<file path="config.mk">
export PLATFORM = sky130hd
export DESIGN_NAME = sync_gray_ptr_rd_flat
export DESIGN_NICKNAME = d
export VERILOG_FILES = /design/src/rtl/sync_gray_ptr_rd_if.sv /design/src/rtl/sync_gray_ptr_rd.sv /design/src/flat_wrapper.sv
export SDC_FILE = /design/constraint.sdc
export NUM_CORES = 1
export LEC_CHECK = 0
export BUFFER_PORTS_ARGS = -buffer_cell sky130_fd_sc_hd__buf_4
export CORE_MARGIN = 5
export CORE_UTILIZATION = 40
export DETAILED_ROUTE_END_ITERATION = 8
export GPL_ROUTABILITY_DRIVEN = 1
export PLACE_DENSITY = 0.67
export SLEW_MARGIN = 10
export SYNTH_ARGS = -nofsm -noshare
export SYNTH_HDL_FRONTEND = slang
export SYNTH_SLANG_ARGS = --single-unit
</file>
<file path="constraint.sdc">
create_clock -name rdclk -period 10.5 [get_ports rdclk]
set_clock_uncertainty 0.1 [all_clocks]
set_input_delay 1.575 -clock rdclk [delete_from_list [all_inputs] [get_ports rdclk]]
set_output_delay 1.575 -clock rdclk [all_outputs]
set_load 0.05 [all_outputs]
</file>
<file path="src/rtl/sync_gray_ptr_rd_if.sv">
// Bundle of the write-pointer synchroniser signals between the write-pointer source and read-side logic.
// Latency: none (wiring only).
// Backpressure: none; the pointer is sampled every read clock.
interface sync_gray_ptr_rd_if #(
  parameter int FIFO_ADDR_WIDTH = 8
);
  localparam int PW = FIFO_ADDR_WIDTH + 1;

  logic [PW-1:0] wrptr;
  logic          err_clr;
  logic [PW-1:0] rdq_wrptr_gray;
  logic [PW-1:0] rdq_wrptr_bin;
  logic          wrptr_upd;
  logic [PW-1:0] wrptr_delta;
  logic          gray_err;
  logic [7:0]    err_cnt;

  // Write side / stimulus: drives the pointer and the error clear.
  modport master (
    output wrptr,
    output err_clr,
    input  rdq_wrptr_gray,
    input  rdq_wrptr_bin,
    input  wrptr_upd,
    input  wrptr_delta,
    input  gray_err,
    input  err_cnt
  );

  // Synchroniser side.
  modport slave (
    input  wrptr,
    input  err_clr,
    output rdq_wrptr_gray,
    output rdq_wrptr_bin,
    output wrptr_upd,
    output wrptr_delta,
    output gray_err,
    output err_cnt
  );
endinterface

</file>
<file path="src/rtl/sync_gray_ptr_rd.sv">
// Synchronises a Gray write pointer into rdclk, decodes it to binary, reports per-update advance and sanity errors.
// Latency: SYNC_STAGES edges to rdq_wrptr_gray, SYNC_STAGES+1 edges to binary/update/error outputs.
// Backpressure: none; a new pointer sample is accepted on every rdclk edge.
module sync_gray_ptr_rd #(
  parameter int FIFO_ADDR_WIDTH = 8,
  parameter int SYNC_STAGES     = 2,
  parameter int CHECK_EN        = 1
) (
  input  logic                 rdclk,
  input  logic                 reset_n,
  sync_gray_ptr_rd_if.slave    bus
);
  localparam int PW = FIFO_ADDR_WIDTH + 1;
  // Largest advance a legal writer can show relative to a reader-visible pointer.
  localparam logic [PW-1:0] DEPTH = {1'b1, {FIFO_ADDR_WIDTH{1'b0}}};

  generate
    if (SYNC_STAGES < 2 || SYNC_STAGES > 4) begin : g_bad_stages
      $error("sync_gray_ptr_rd: SYNC_STAGES must be in 2..4");
    end
  endgenerate

  function automatic logic [PW-1:0] gray2bin(input logic [PW-1:0] g);
    logic [PW-1:0] b;
    b[PW-1] = g[PW-1];
    for (int i = PW - 2; i >= 0; i--) begin
      b[i] = b[i+1] ^ g[i];
    end
    return b;
  endfunction

  logic [PW-1:0] r_sync [SYNC_STAGES];
  logic [PW-1:0] r_bin;
  logic          r_upd;
  logic [PW-1:0] r_delta;
  logic          r_err;
  logic [7:0]    r_cnt;

  logic [PW-1:0] w_bin_nxt;
  logic [PW-1:0] w_delta;
  logic          w_err_evt;

  // Plain flop chain: no logic between stages so each stage has a full cycle to resolve.
  always_ff @(posedge rdclk) begin
    if (!reset_n) begin
      for (int k = 0; k < SYNC_STAGES; k++) begin
        r_sync[k] <= '0;
      end
    end else begin
      r_sync[0] <= bus.wrptr;
      for (int k = 1; k < SYNC_STAGES; k++) begin
        r_sync[k] <= r_sync[k-1];
      end
    end
  end

  // Decode of the last stage; the subtraction wraps naturally at 2^PW.
  always_comb begin
    w_bin_nxt = gray2bin(r_sync[SYNC_STAGES-1]);
    w_delta   = w_bin_nxt - r_bin;
    w_err_evt = (CHECK_EN != 0) && (w_delta > DEPTH);
  end

  // Registered binary pointer with update pulse and advance count.
  always_ff @(posedge rdclk) begin
    if (!reset_n) begin
      r_bin   <= '0;
      r_upd   <= 1'b0;
      r_delta <= '0;
    end else begin
      r_bin   <= w_bin_nxt;
      r_upd   <= (w_delta != '0);
      r_delta <= w_delta;
    end
  end

  // Sanity monitor: an error event takes priority over a simultaneous clear.
  always_ff @(posedge rdclk) begin
    if (!reset_n) begin
      r_err <= 1'b0;
      r_cnt <= 8'd0;
    end else if (w_err_evt) begin
      r_err <= 1'b1;
      if (bus.err_clr) begin
        r_cnt <= 8'd1;
      end else if (r_cnt != 8'hFF) begin
        r_cnt <= r_cnt + 8'd1;
      end
    end else if (bus.err_clr) begin
      r_err <= 1'b0;
      r_cnt <= 8'd0;
    end
  end

  assign bus.rdq_wrptr_gray = r_sync[SYNC_STAGES-1];
  assign bus.rdq_wrptr_bin  = r_bin;
  assign bus.wrptr_upd      = r_upd;
  assign bus.wrptr_delta    = r_delta;
  assign bus.gray_err       = r_err;
  assign bus.err_cnt        = r_cnt;
endmodule

</file>
<file path="src/flat_wrapper.sv">
// flat-port wrapper written by rule: the top's interface ports become plain ports
module sync_gray_ptr_rd_flat 
#(
  parameter int FIFO_ADDR_WIDTH = 8,
  parameter int SYNC_STAGES     = 2,
  parameter int CHECK_EN        = 1
)
  (rdclk, reset_n, bus_wrptr, bus_err_clr, bus_rdq_wrptr_gray, bus_rdq_wrptr_bin, bus_wrptr_upd, bus_wrptr_delta, bus_gray_err, bus_err_cnt);
  sync_gray_ptr_rd_if #(.FIFO_ADDR_WIDTH(FIFO_ADDR_WIDTH)) bus_i ();
  input  logic rdclk;
  input  logic reset_n;
  input wire logic [$bits(bus_i.wrptr)-1:0] bus_wrptr;
  input wire logic [$bits(bus_i.err_clr)-1:0] bus_err_clr;
  output wire logic [$bits(bus_i.rdq_wrptr_gray)-1:0] bus_rdq_wrptr_gray;
  output wire logic [$bits(bus_i.rdq_wrptr_bin)-1:0] bus_rdq_wrptr_bin;
  output wire logic [$bits(bus_i.wrptr_upd)-1:0] bus_wrptr_upd;
  output wire logic [$bits(bus_i.wrptr_delta)-1:0] bus_wrptr_delta;
  output wire logic [$bits(bus_i.gray_err)-1:0] bus_gray_err;
  output wire logic [$bits(bus_i.err_cnt)-1:0] bus_err_cnt;
  assign bus_i.wrptr = bus_wrptr;
  assign bus_i.err_clr = bus_err_clr;
  assign bus_rdq_wrptr_gray = bus_i.rdq_wrptr_gray;
  assign bus_rdq_wrptr_bin = bus_i.rdq_wrptr_bin;
  assign bus_wrptr_upd = bus_i.wrptr_upd;
  assign bus_wrptr_delta = bus_i.wrptr_delta;
  assign bus_gray_err = bus_i.gray_err;
  assign bus_err_cnt = bus_i.err_cnt;
  sync_gray_ptr_rd #(.FIFO_ADDR_WIDTH(FIFO_ADDR_WIDTH), .SYNC_STAGES(SYNC_STAGES), .CHECK_EN(CHECK_EN)) u_core (.rdclk(rdclk), .reset_n(reset_n), .bus(bus_i));
endmodule
</file>
# After elaboration in Yosys (flattened, before gate mapping)
# Memory sizes are Yosys's and may differ from the RTL's.
# Index checks and enable logic that the tools add are counted.
dict set report op_classes {
  addsub 2
  n_lt_le_gt_ge 1
  eq_ne 1
  mux 10
  bitwise_logic 10
  n_reduce_logical 4
}
# cell count
set op_table {}
lappend op_table {{two-way mux 8 bit} 4}
lappend op_table {{two-way mux 9 bit} 2}
lappend op_table {{greater-than comparator 9 bit, second input constant} 1}
lappend op_table {{nonzero test 9 bit} 1}
lappend op_table {{subtractor 9 bit} 1}
lappend op_table {{adder 8 x 1 -> 8 bit, second input constant} 1}
lappend op_table {{!= test 8 bit, second input constant} 1}
lappend op_table {{XOR 1 bit} 8}
lappend op_table {{two-way mux 1 bit} 4}
lappend op_table {{nonzero test 2 bit} 2}
lappend op_table {{bitwise OR 1 bit} 2}
lappend op_table {{AND reduction 2 bit} 1}
dict set report word_totals {
  ff_bits 28
  ram_bits 18
  input_bits 12
  out_inout_bits 37
  elab_cells 34
  mem_count 1
}
# memory depth width rd rd_ports_with_merged_regs write_ports line_no
set mem_list {}
lappend mem_list {u_core.r_sync 2 9 2 0 2 sync_gray_ptr_rd.sv:32} ;# logic [PW-1:0] r_sync [SYNC_STAGES];

# Longest topological paths before layout
# Gate-level depths: netlist of the first run.
dict set report depth {
  word_depth 12
  ltp_mapped 17
  mapped_depth_nobuf 16
}

# Worst setup path before layout of the first run
# Ideal clock, no wire load.
dict set report synth_timing {
  kind {register -> register}
  start {memory u_core.r_sync[0][17] in the netlist's numbering}
  end {register u_core.r_cnt[0] (netlist: u_core.bus.err_cnt[0])}
  setup_ps 87
  t_arrival_ps 4009
  required_time_ps 10313
  slack_ps 6304
  path_stages_with_launch 17
  path_buffers 0
  period_less_slack_ps 4196
  cell_sequence {dfxtp_1 -> xor2_1 -> xnor2_1 -> xnor2_1 -> xnor2_1 -> xnor2_1 -> xor2_1 -> ha_1 -> inv_1 -> fa_1 -> a211oi_1 -> nor2_1 -> xor2_1 -> or4_1 -> o41a_1 -> a2111o_1 -> o31ai_1}
}
# item line_no
set synth_lines {}
lappend synth_lines {{from (decl)} sync_gray_ptr_rd.sv:32}
lappend synth_lines {{to (signal assigned)} sync_gray_ptr_rd.sv:87} ;# r_cnt <= r_cnt + 8'd1;
lappend synth_lines {{to (decl)} sync_gray_ptr_rd.sv:37} ;# logic [7:0] r_cnt;

==> metrics.md, run 1 <==
| Metric | Value |
|---|---|
| Fin area | 0.00247 sq mm |
| Fin nets | 276 |
| # Post-CTS Setup Buffers | 0 |
| Crit path cell chain | xor2_1, xnor2_1, xnor2_1, xnor2_1, xnor2_1, xor2_1, ha_1, inv_1, fa_1, a211oi_1, nor2_1, xor2_1, or4_1, o41a_1, a2111o_1, o31ai_1 |
| DR WL met3 | 317 microns |
| Routed length on met1 | 1600 microns |
| # resized after CTS | 0 |
| Layout cell share with drive strength beyond 1 | 0.231 |
| Initial antenna violation count | 0 |
| Metal2 WL | 1740 microns |
| Mapped Nets | 235 |
| Reg-to-Reg Start | u_core.r_sync[0][17] |
| Pre-CTS setup slack | 5710 ps |
| Clk_lat worst skew | 290 ps |
| Max clock buf depth | 2 |
| # IOs | 49 |
| Pin count of the biggest net entering global routing | 33 |
| Worst slew pin tran | 443 ps |
| Final period util | 0.453 |
| GP Congestion | 0.727 |
| Setup WS post-layout | 5750 ps |
| Netlist cell types | 38 |
| Die Span Y | 81.0 microns |
| Initial drt markers | 36 |
| Largest fanout on the critical path | 12 |
| Multi-input combinational cell area | 928 sq um |
| Post-synth EDFFs | 0 |
| Pwr dens | 228 mW/mm^2 |
| Clock transition at path regs | 80 ps |
| WS Path Type | reg -> reg |
| First-pass detailed-route iteration total | 4 |
| Area grow syn2layout | 22.9% |
| Row cnt | 25 |
| Max-slew violation count | 0 |
| Ant diodes | 0 |
| Mapped cell area | 0.00201 sq mm |
| Dpl cell area | 0.00236 sq mm |
| Storage element area | 921 sq um |
| Syn_area_per_cell | 9.46 sq um |
| Max Clock Freq | 210 MHz |
| H-tree depth | 2 |
| Highest metal used | met4 |
| Post-CTS Hold Buffers | 0 |
| Final hold violation count | 0 |
| Final Util | 0.514 |
| CP Launch Point | u_core.r_sync[0][17] |
| Post-DRT Antenna Nets | 0 |
| Root buf cell | clkbuf_8 |
| FILL cells | 490 |
| Min Tclk post-route | 4750 ps |
| DR WL/cell | 11.6 microns |
| FF-to-FF setup slack | 5750 ps |
| First-pass GRT wire length | 6240 microns |
| DRT Wirelength | 3720 microns |
| Crit path required time | 10,620 ps |
| Status | finished, final reports clean |
| Seq/Total Area, Yosys | 0.457 |
| Via density | 4.76 |
| R2r endpoint | u_core.bus.err_cnt[0] |
| RSZ-0062 raised after global routing | no |
| Initial core utilization | 0.418 |
| Max rail drop VDD | 0.0000984 V |
| Detailed-route via count | 1,532 |
| Die area | 0.00656 sq mm |
| TritonCTS Sinks | 46 |
| Reg2Reg Depth | 16 |
| Setup crit start kind | flop |
| Async set-reset flop share out of synthesis | 0 |
| DRC Markers | 0 |
| IO buf count | 48 |
| CORE AREA | 0.00482 sq mm |
| TritonCTS clock tree | yes |
| Crit path to | u_core.bus.err_cnt[0] |
| HPWL Detailed | 2840 microns |
| Arrival time at the worst endpoint | 4870 ps |
| Flops & latches, synth | 46 |
| Top cell by count, worst path | xnor2_1 |
| Crit-path slowest cell | o41a_1 |
| Max transition margin | 0.705 |
| Top_reg_cell synth | dfxtp_1 |
| HP Class | reg -> reg |
| Ys Warns | 0 |
| Number of global-route vias before repair | 1,433 |
| # Max-Cap Violations | 0 |
| Critical Path Max Stage Delay | 500 ps |
| Die W | 81.0 microns |
| Commonest non-fill, non-tap cell in the layout | buf_4 |
| Total GRT Usage | 0.123 |
| Crit. End Element | flop |
| Mapped Cells | 213 |
| Most frequent cells in the layout | buf_4, dfxtp_1, and2_1 |
| Leak | 0.00111 uW |
| CTS Buf Count | 5 |
| Finish-stage setup viols | 0 |
| Total negative setup slack | 0 ps |
| Worst hold slack | 335 ps |
| Hold Crit Start | u_core.r_sync[0][0] |
| GR Overflow Total | 0 |
## routing by layer
metal  vias up  GRT usage
li1        779          -
met1       711      0.141
met2        34      0.200
met3         8     0.0510
met4         0     0.0557
met5         -          0
## cell type report
| type | count | area share |
|---|---|---|
| tap | 67 | 0.0339 |
| sequential | 46 | 0.372 |
| inverter | 19 | 0.0288 |
| clock inverter | 2 | 0.0152 |
| timing repair buffer | 48 | 0.146 |
| multi-input combinational | 134 | 0.375 |
| clock buffer | 6 | 0.0293 |
## how the worst min path moves through the flow
stage | endpoint | slack [ps] | cells after the start
global route | u_core.r_sync[0][17] | 360 | 1
detailed placement | u_core.r_sync[0][9] | 320 | 1
floorplan | u_core.r_sync[0][9] | 310 | 1
global placement | u_core.r_sync[0][9] | 310 | 1
finish | u_core.r_sync[0][9] | 330 | 1
CTS | u_core.r_sync[0][9] | 340 | 1
## state kept, by name (all words and copies together) (netlist names)
signal	count
u_core.bus.rdq_wrptr_bin	9
u_core.bus.err_cnt	8
u_core.bus.gray_err	1
u_core.bus.wrptr_upd	1
u_core.bus.wrptr_delta	9
u_core.r_sync	18
## power breakdown
| part | internal [uW] | leakage [uW] | switching, uW |
|---|---|---|---|
| Sequential | 197 | 0.000380 | 9.26 |
| Combinational | 81.2 | 0.000680 | 149 |
| Clock | 71.0 | 0.0000514 | 57.4 |
| Total | 350 | 0.00111 | 216 |
## worst max-delay path, delay by kind of cell (launching register included)
| family | cells | cell delay, ps |
|---|---|---|
| XOR/XNOR | 7 | 1620 |
| AO/OA/AOI/OAI | 4 | 1350 |
| adder cells (fa/ha/maj) | 2 | 610 |
| AND/OR/NAND/NOR | 2 | 520 |
| flip-flops | 1 | 400 |
| buffers and inverters | 1 | 60 |
## cell usage after synthesis, types with 3 or more instances
cell	n	share of area
ha_1	9	0.056
clkbuf_1	4	0.0075
nor2_1	14	0.026
inv_1	19	0.035
nand2_1	7	0.013
nand2b_1	3	0.0093
o21ai_0	6	0.015
dfxtp_1	46	0.46
nand3_1	4	0.0099
and2_1	30	0.093
xnor2_1	11	0.048
buf_4	9	0.034
a21oi_1	14	0.035
xor2_1	6	0.026
## stage by stage
step / std cells / total power [uW]
after floorplan: 213 / 390
after detailed placement: 314 / 443
after global routing: 322 / 601
final: 322 / 566
after CTS: 322 / 573
after global placement: 314 / 442
## cell families after synthesis
logic type / count (synthesis) / share of synthesized area
and+or+nand+nor: 71 / 0.196
DFF: 46 / 0.457
AOI/OAI and AO/OA: 35 / 0.121
buffers and inverters: 33 / 0.0820
xor gates and xnor gates: 17 / 0.0739
adders and majority gates: 10 / 0.0658
muxes: 1 / 0.00497
Note: power is estimated with default switching activity, not from simulation.
==> run 2, diff against run 1 <==
Clock period 10.5 ns to 4.42 ns, I/O delays scaled along.
==> run 2 against run 1 <==
Combinational power rose to 2.5 times the previous value; critical path depth increased by 1; global-route usage up 0.18 points; total power grew 130%; sequential cell count stayed put; clock power is 91% higher; die area stayed put; largest power group unchanged; final cell count up 1.9%; largest cell class unchanged; setup slack got worse by 5500 ps; non-clock buffer count grew 6.
==> metrics.md, run 2 (synthesis gave the netlist of run 1 again) <==
| Metric | Value |
|---|---|
| Comb power frac | 0.441 |
| Root buf cell | clkbuf_8 |
| Max Clock Freq | 240 MHz |
| DRC Markers | 0 |
| HP Class | reg -> reg |
| Most frequent cells in the layout | buf_4, dfxtp_1, and2_1 |
| Clk network pwr share | 0.186 |
| P_int | 797 uW |
| DRT Wirelength | 3890 microns |
| Initial drt markers | 60 |
| CTS Buf Count | 5 |
| DR WL/cell | 11.9 microns |
| Pwr dens | 517 mW/mm^2 |
| Finish-stage setup viols | 0 |
| Clock transition at path regs | 90 ps |
| Max rail drop VDD | 0.000283 V |
| Via density | 4.72 |
| Fin nets | 282 |
| Max transition margin | 0.735 |
| GR Overflow Total | 0 |
| Crit. End Element | flop |
| Die area | 0.00656 sq mm |
| CORE AREA | 0.00482 sq mm |
| Largest fanout on the critical path | 10 |
| # Max-Cap Violations | 0 |
| TritonCTS Sinks | 46 |
| Pin count of the biggest net entering global routing | 33 |
| Gr busiest metal | met2 |
| Max-slew violation count | 0 |
| First-pass detailed-route iteration total | 7 |
| IO buf count | 48 |
| Initial antenna violation count | 0 |
| Worst slew pin tran | 388 ps |
| Worst hold slack | 336 ps |
| TritonCTS clock tree | yes |
| HPWL Detailed | 2920 microns |
| Setup crit start kind | flop |
| Crit path required time | 4560 ps |
| P_sw | 523 uW |
| H-tree depth | 2 |
| Met1 usage | 0.143 |
| GP Congestion | 0.797 |
| WS Path Type | reg -> reg |
| Row cnt | 25 |
| Clk_lat worst skew | 300 ps |
| Final hold violation count | 0 |
| Layout cell share with drive strength beyond 1 | 0.284 |
| Total Power | 1320 uW |
| First-pass GRT wire length | 6290 microns |
| Largest Register | u_core.r_sync |
| Max clock buf depth | 2 |
| Max FFs per register | 18 |
| Arrival time at the worst endpoint | 4310 ps |
| Die W | 81.0 microns |
| Initial core utilization | 0.418 |
| Area grow syn2layout | 26.8% |
| Status | finished, final reports clean |
| Total GRT Usage | 0.125 |
| Sw Ratio | 0.396 |
| Met3 usage in global routing | 0.0466 |
| Die Span Y | 81.0 microns |
| Post-DRT Antenna Nets | 0 |
| Min Tclk post-route | 4170 ps |
| Flop pwr share | 0.373 |
| Commonest non-fill, non-tap cell in the layout | buf_4 |
| Final period util | 0.943 |
| GR Util met2 | 0.204 |
| Ant diodes | 0 |
| Detailed-route via count | 1,548 |
| # IOs | 49 |
| Number of global-route vias before repair | 1,467 |
| Leak | 0.00116 uW |
-- run 2: final timing paths --
check | end | slack [ps] | depth (start not counted) | from
max | u_core.bus.err_cnt[3] | 250 | 17 | u_core.r_sync[0][16]
min reg2reg | u_core.r_sync[0][12] | 340 | 1 | u_core.r_sync[0][3]
max reg2reg | u_core.bus.err_cnt[3] | 250 | 17 | u_core.r_sync[0][16]
min | u_core.r_sync[0][12] | 340 | 1 | u_core.r_sync[0][3]
-- run 2: layer usage --
| metal | vias up | part of all wire |
|---|---|---|
| met1 | 703 | 0.44 |
| met3 | 7 | 0.082 |
| li1 | 800 | - |
| met2 | 38 | 0.46 |
| met4 | 0 | 0.018 |
| met5 | - | 0 |
-- run 2: layout make-up --
cell class | instances | area [sq um]
timing repair buffer | 54 | 405
inverter | 19 | 71.3
tap | 67 | 83.8
multi-input combinational | 134 | 982
clock inverter | 2 | 13.8
clock buffer | 6 | 72.6
sequential | 46 | 925
fill | 466 | 2260
-- run 2: power by group through the flow --
stage / registers [uW] / logic (uW) / clock network, uW
2_1_floorplan: 662 / 263 / 0
3_3_place_gp: 500 / 559 / 0
3_5_place_dp: 501 / 561 / 0
4_1_cts: 492 / 562 / 258
5_1_grt: 499 / 632 / 277
6_report: 492 / 582 / 245
-- run 2: timing repair --
action,in CTS,in global routing
buffers inserted,0,3
hold buffers,0,0
resized for setup,0,10
endpoints found under the setup margin,1,10
pin swaps,1,5
-- run 2: stage by stage --
| stage | TNS, ps | utilization | instances | instance area [sq um] | setup WS, ps |
|---|---|---|---|---|---|
| after global routing | -273 | 0.530 | 328 | 2550 | -79.9 |
| after floorplan | 0 | - | 213 | 2010 | 224 |
| after global placement | 0 | 0.496 | 317 | 2390 | 148 |
| after CTS | 0 | 0.514 | 325 | 2470 | 16.8 |
| final | 0 | 0.530 | 328 | 2550 | 251 |
| after detailed placement | 0 | 0.496 | 317 | 2390 | 30.0 |
-- run 2: worst max-delay path, stage by stage, from the launching register on --
cell and delay (ps):
dfxtp_2 350, xor2_4 190, xnor2_2 160, xnor2_2 290
xnor2_2 190, xnor2_2 170, xor2_1 210, ha_1 190
inv_1 50, fa_1 420, a211oi_2 260, nor2_1 80
xor2_1 150, or4_1 420, o41a_1 360, buf_4 180
a31o_1 210, a21oi_1 100
==> run 3, diff against run 2 <==
Clock period 4.42 ns to 4.6 ns, I/O delays scaled along.
==> run 3 against run 2 <==
Register-to-register slack gained 90 ps; via count shrank 1.9%; final cell count shrank 1.2%; worst hold slack lost 5.9 ps; first-iteration DRC count shrank 23%.
==> metrics.md, run 3 (synthesis gave the netlist of run 1 again) <==
| Metric | Value |
|---|---|
| Hold Crit Start | u_core.r_sync[0][0] |
| Worst slew pin tran | 359 ps |
| Detailed-route via count | 1,519 |
| Max transition margin | 0.754 |
| CORE AREA | 0.00482 sq mm |
| Max rail drop VDD | 0.000208 V |
| FF-to-FF setup slack | 350 ps |
| Root buf cell | clkbuf_8 |
| Crit. End Element | flop |
| Most frequent cells in the layout | buf_4, dfxtp_1, and2_1 |
| Setup crit start kind | flop |
| HPWL Detailed | 2840 microns |
| Area grow syn2layout | 25.7% |
| Largest fanout on the critical path | 11 |
| DRC Markers | 0 |
| Min Tclk post-route | 4250 ps |
| Layout cell share with drive strength beyond 1 | 0.261 |
| TritonCTS Sinks | 46 |
| Pre-CTS setup slack | 95.1 ps |
| GR Overflow Total | 0 |
| Fin nets | 278 |
| Initial drt markers | 46 |
| Row cnt | 25 |
| # resized after CTS | 0 |
| Largest Register | u_core.r_sync |
| Max clock buf depth | 2 |
| Worst path bufs/invs | 2 |
| Multi-input combinational cell area | 971 sq um |
| Total negative setup slack | 0 ps |
| Via density | 4.69 |
| Max FFs per register | 18 |
| Total Power | 1310 uW |
| Die W | 81.0 microns |
| Arrival time at the worst endpoint | 4390 ps |
| IO buf count | 48 |
| Reg-to-Reg Start | u_core.r_sync[0][17] |
| Final Util | 0.526 |
| H-tree depth | 2 |
| Post-DRT Antenna Nets | 0 |
| CTS Buf Count | 5 |
| # Post-CTS Setup Buffers | 0 |
| Top cell by count, worst path | xnor2_2 |
| Worst hold slack | 330 ps |
| Final hold violation count | 0 |
| Worst Hold Path EP | u_core.r_sync[0][9] |
| Leak | 0.00114 uW |
| Crit-path leading delay family | XOR/XNOR gates |
| GP Congestion | 0.770 |
| Reg2Reg Depth | 17 |
| TritonCTS clock tree | yes |
| # Max-Cap Violations | 0 |
| Die Span Y | 81.0 microns |
| Critical Path Max Stage Delay | 430 ps |
| Hold depth | 1 |
| R2r endpoint | u_core.bus.err_cnt[2] |
| Setup WS post-layout | 345 ps |
| Pwr dens | 517 mW/mm^2 |
| FILL cells | 480 |
| HP Class | reg -> reg |
| Max Clock Freq | 235 MHz |
| # IOs | 49 |
| WS Path Type | reg -> reg |
| Commonest non-fill, non-tap cell in the layout | buf_4 |
| Post-CTS Hold Buffers | 0 |
| Clk_lat worst skew | 290 ps |
| Finish-stage setup viols | 0 |
| Max-slew violation count | 0 |
| Storage element area | 921 sq um |
| Number of global-route vias before repair | 1,484 |
| Crit path cell chain | xor2_2, xnor2_2, xnor2_2, xnor2_2, xnor2_2, xor2_1, ha_1, inv_1, fa_1, a211oi_2, nor2_1, xor2_1, or4_1, o41a_1, buf_4, a311oi_1, a41o_1 |
| DRT Wirelength | 3750 microns |
| Die area | 0.00656 sq mm |
| DR WL/cell | 11.6 microns |
| Crit-path slowest cell | dfxtp_1 |
| Crit path required time | 4740 ps |
| Clock transition at path regs | 80 ps |
| RSZ-0062 raised after global routing | no |
| First-pass detailed-route iteration total | 4 |
| Final period util | 0.925 |
| First-pass GRT wire length | 6230 microns |
| Ant diodes | 0 |
| Total GRT Usage | 0.121 |
| Status | finished, final reports clean |
| Initial core utilization | 0.418 |
| Initial antenna violation count | 0 |
| Pin count of the biggest net entering global routing | 33 |
==> run 3: cell types whose count changed in the layout (fill, tap and decap cells not counted), sizes merged <==
cell | previous run | this run
buf | 54 | 50
bufinv | 0 | 1
clkinv | 2 | 0
clkinvlp | 0 | 1
==> run 3: stage by stage <==
step	cell area (sq um)	instances
final	2530	324
after global routing	2530	324
after CTS	2490	324
after detailed placement	2380	316
after global placement	2380	316
after floorplan	2010	213
==> run 3: power by group <==
group          switching, uW  internal (uW)
clock                    129            162
sequential              22.0            451
combinational            346            199
==> run 3: cell type report <==
type                            count  share of cell area
Timing Repair Buffer               50               0.148
Tap cell                           67              0.0331
Sequential cell                    46               0.364
Multi-Input combinational cell    134               0.383
Inverter                           19              0.0282
Clock buffer                        6              0.0287
Clock inverter                      2              0.0148
==> run 3: worst max path at each step <==
stage                    startpoint                    end  slack, ps  depth (start not counted)
6_report       u_core.r_sync[0][17]  u_core.bus.err_cnt[2]        350                         17
3_3_place_gp   u_core.r_sync[0][17]  u_core.bus.err_cnt[2]        250                         17
2_1_floorplan  u_core.r_sync[0][17]  u_core.bus.err_cnt[0]        400                         16
3_5_place_dp   u_core.r_sync[0][17]  u_core.bus.err_cnt[2]        100                         17
5_1_grt        u_core.r_sync[0][17]  u_core.bus.err_cnt[2]          5                         17
4_1_cts        u_core.r_sync[0][17]  u_core.bus.err_cnt[2]         50                         17
==> run 3: routing by layer <==
metal  share of wire  GRT usage  vias to the layer above  routed length, microns
met2            0.47      0.192                       49                    1780
met4          0.0032     0.0507                        0                      12
met5               0          0                        -                       0
met1            0.43      0.146                      686                    1610
li1                -          -                      782                       -
met3           0.094     0.0443                        2                     352
==> run 3: worst reg2reg max path, stage by stage, from the launching register on <==
cell	delay, ps
dfxtp_1	430
xor2_2	240
xnor2_2	170
xnor2_2	180
xnor2_2	180
xnor2_2	160
xor2_1	210
ha_1	190
inv_1	50
fa_1	420
a211oi_2	270
nor2_1	90
xor2_1	150
or4_1	430
o41a_1	340
buf_4	180
a311oi_1	280
a41o_1	130
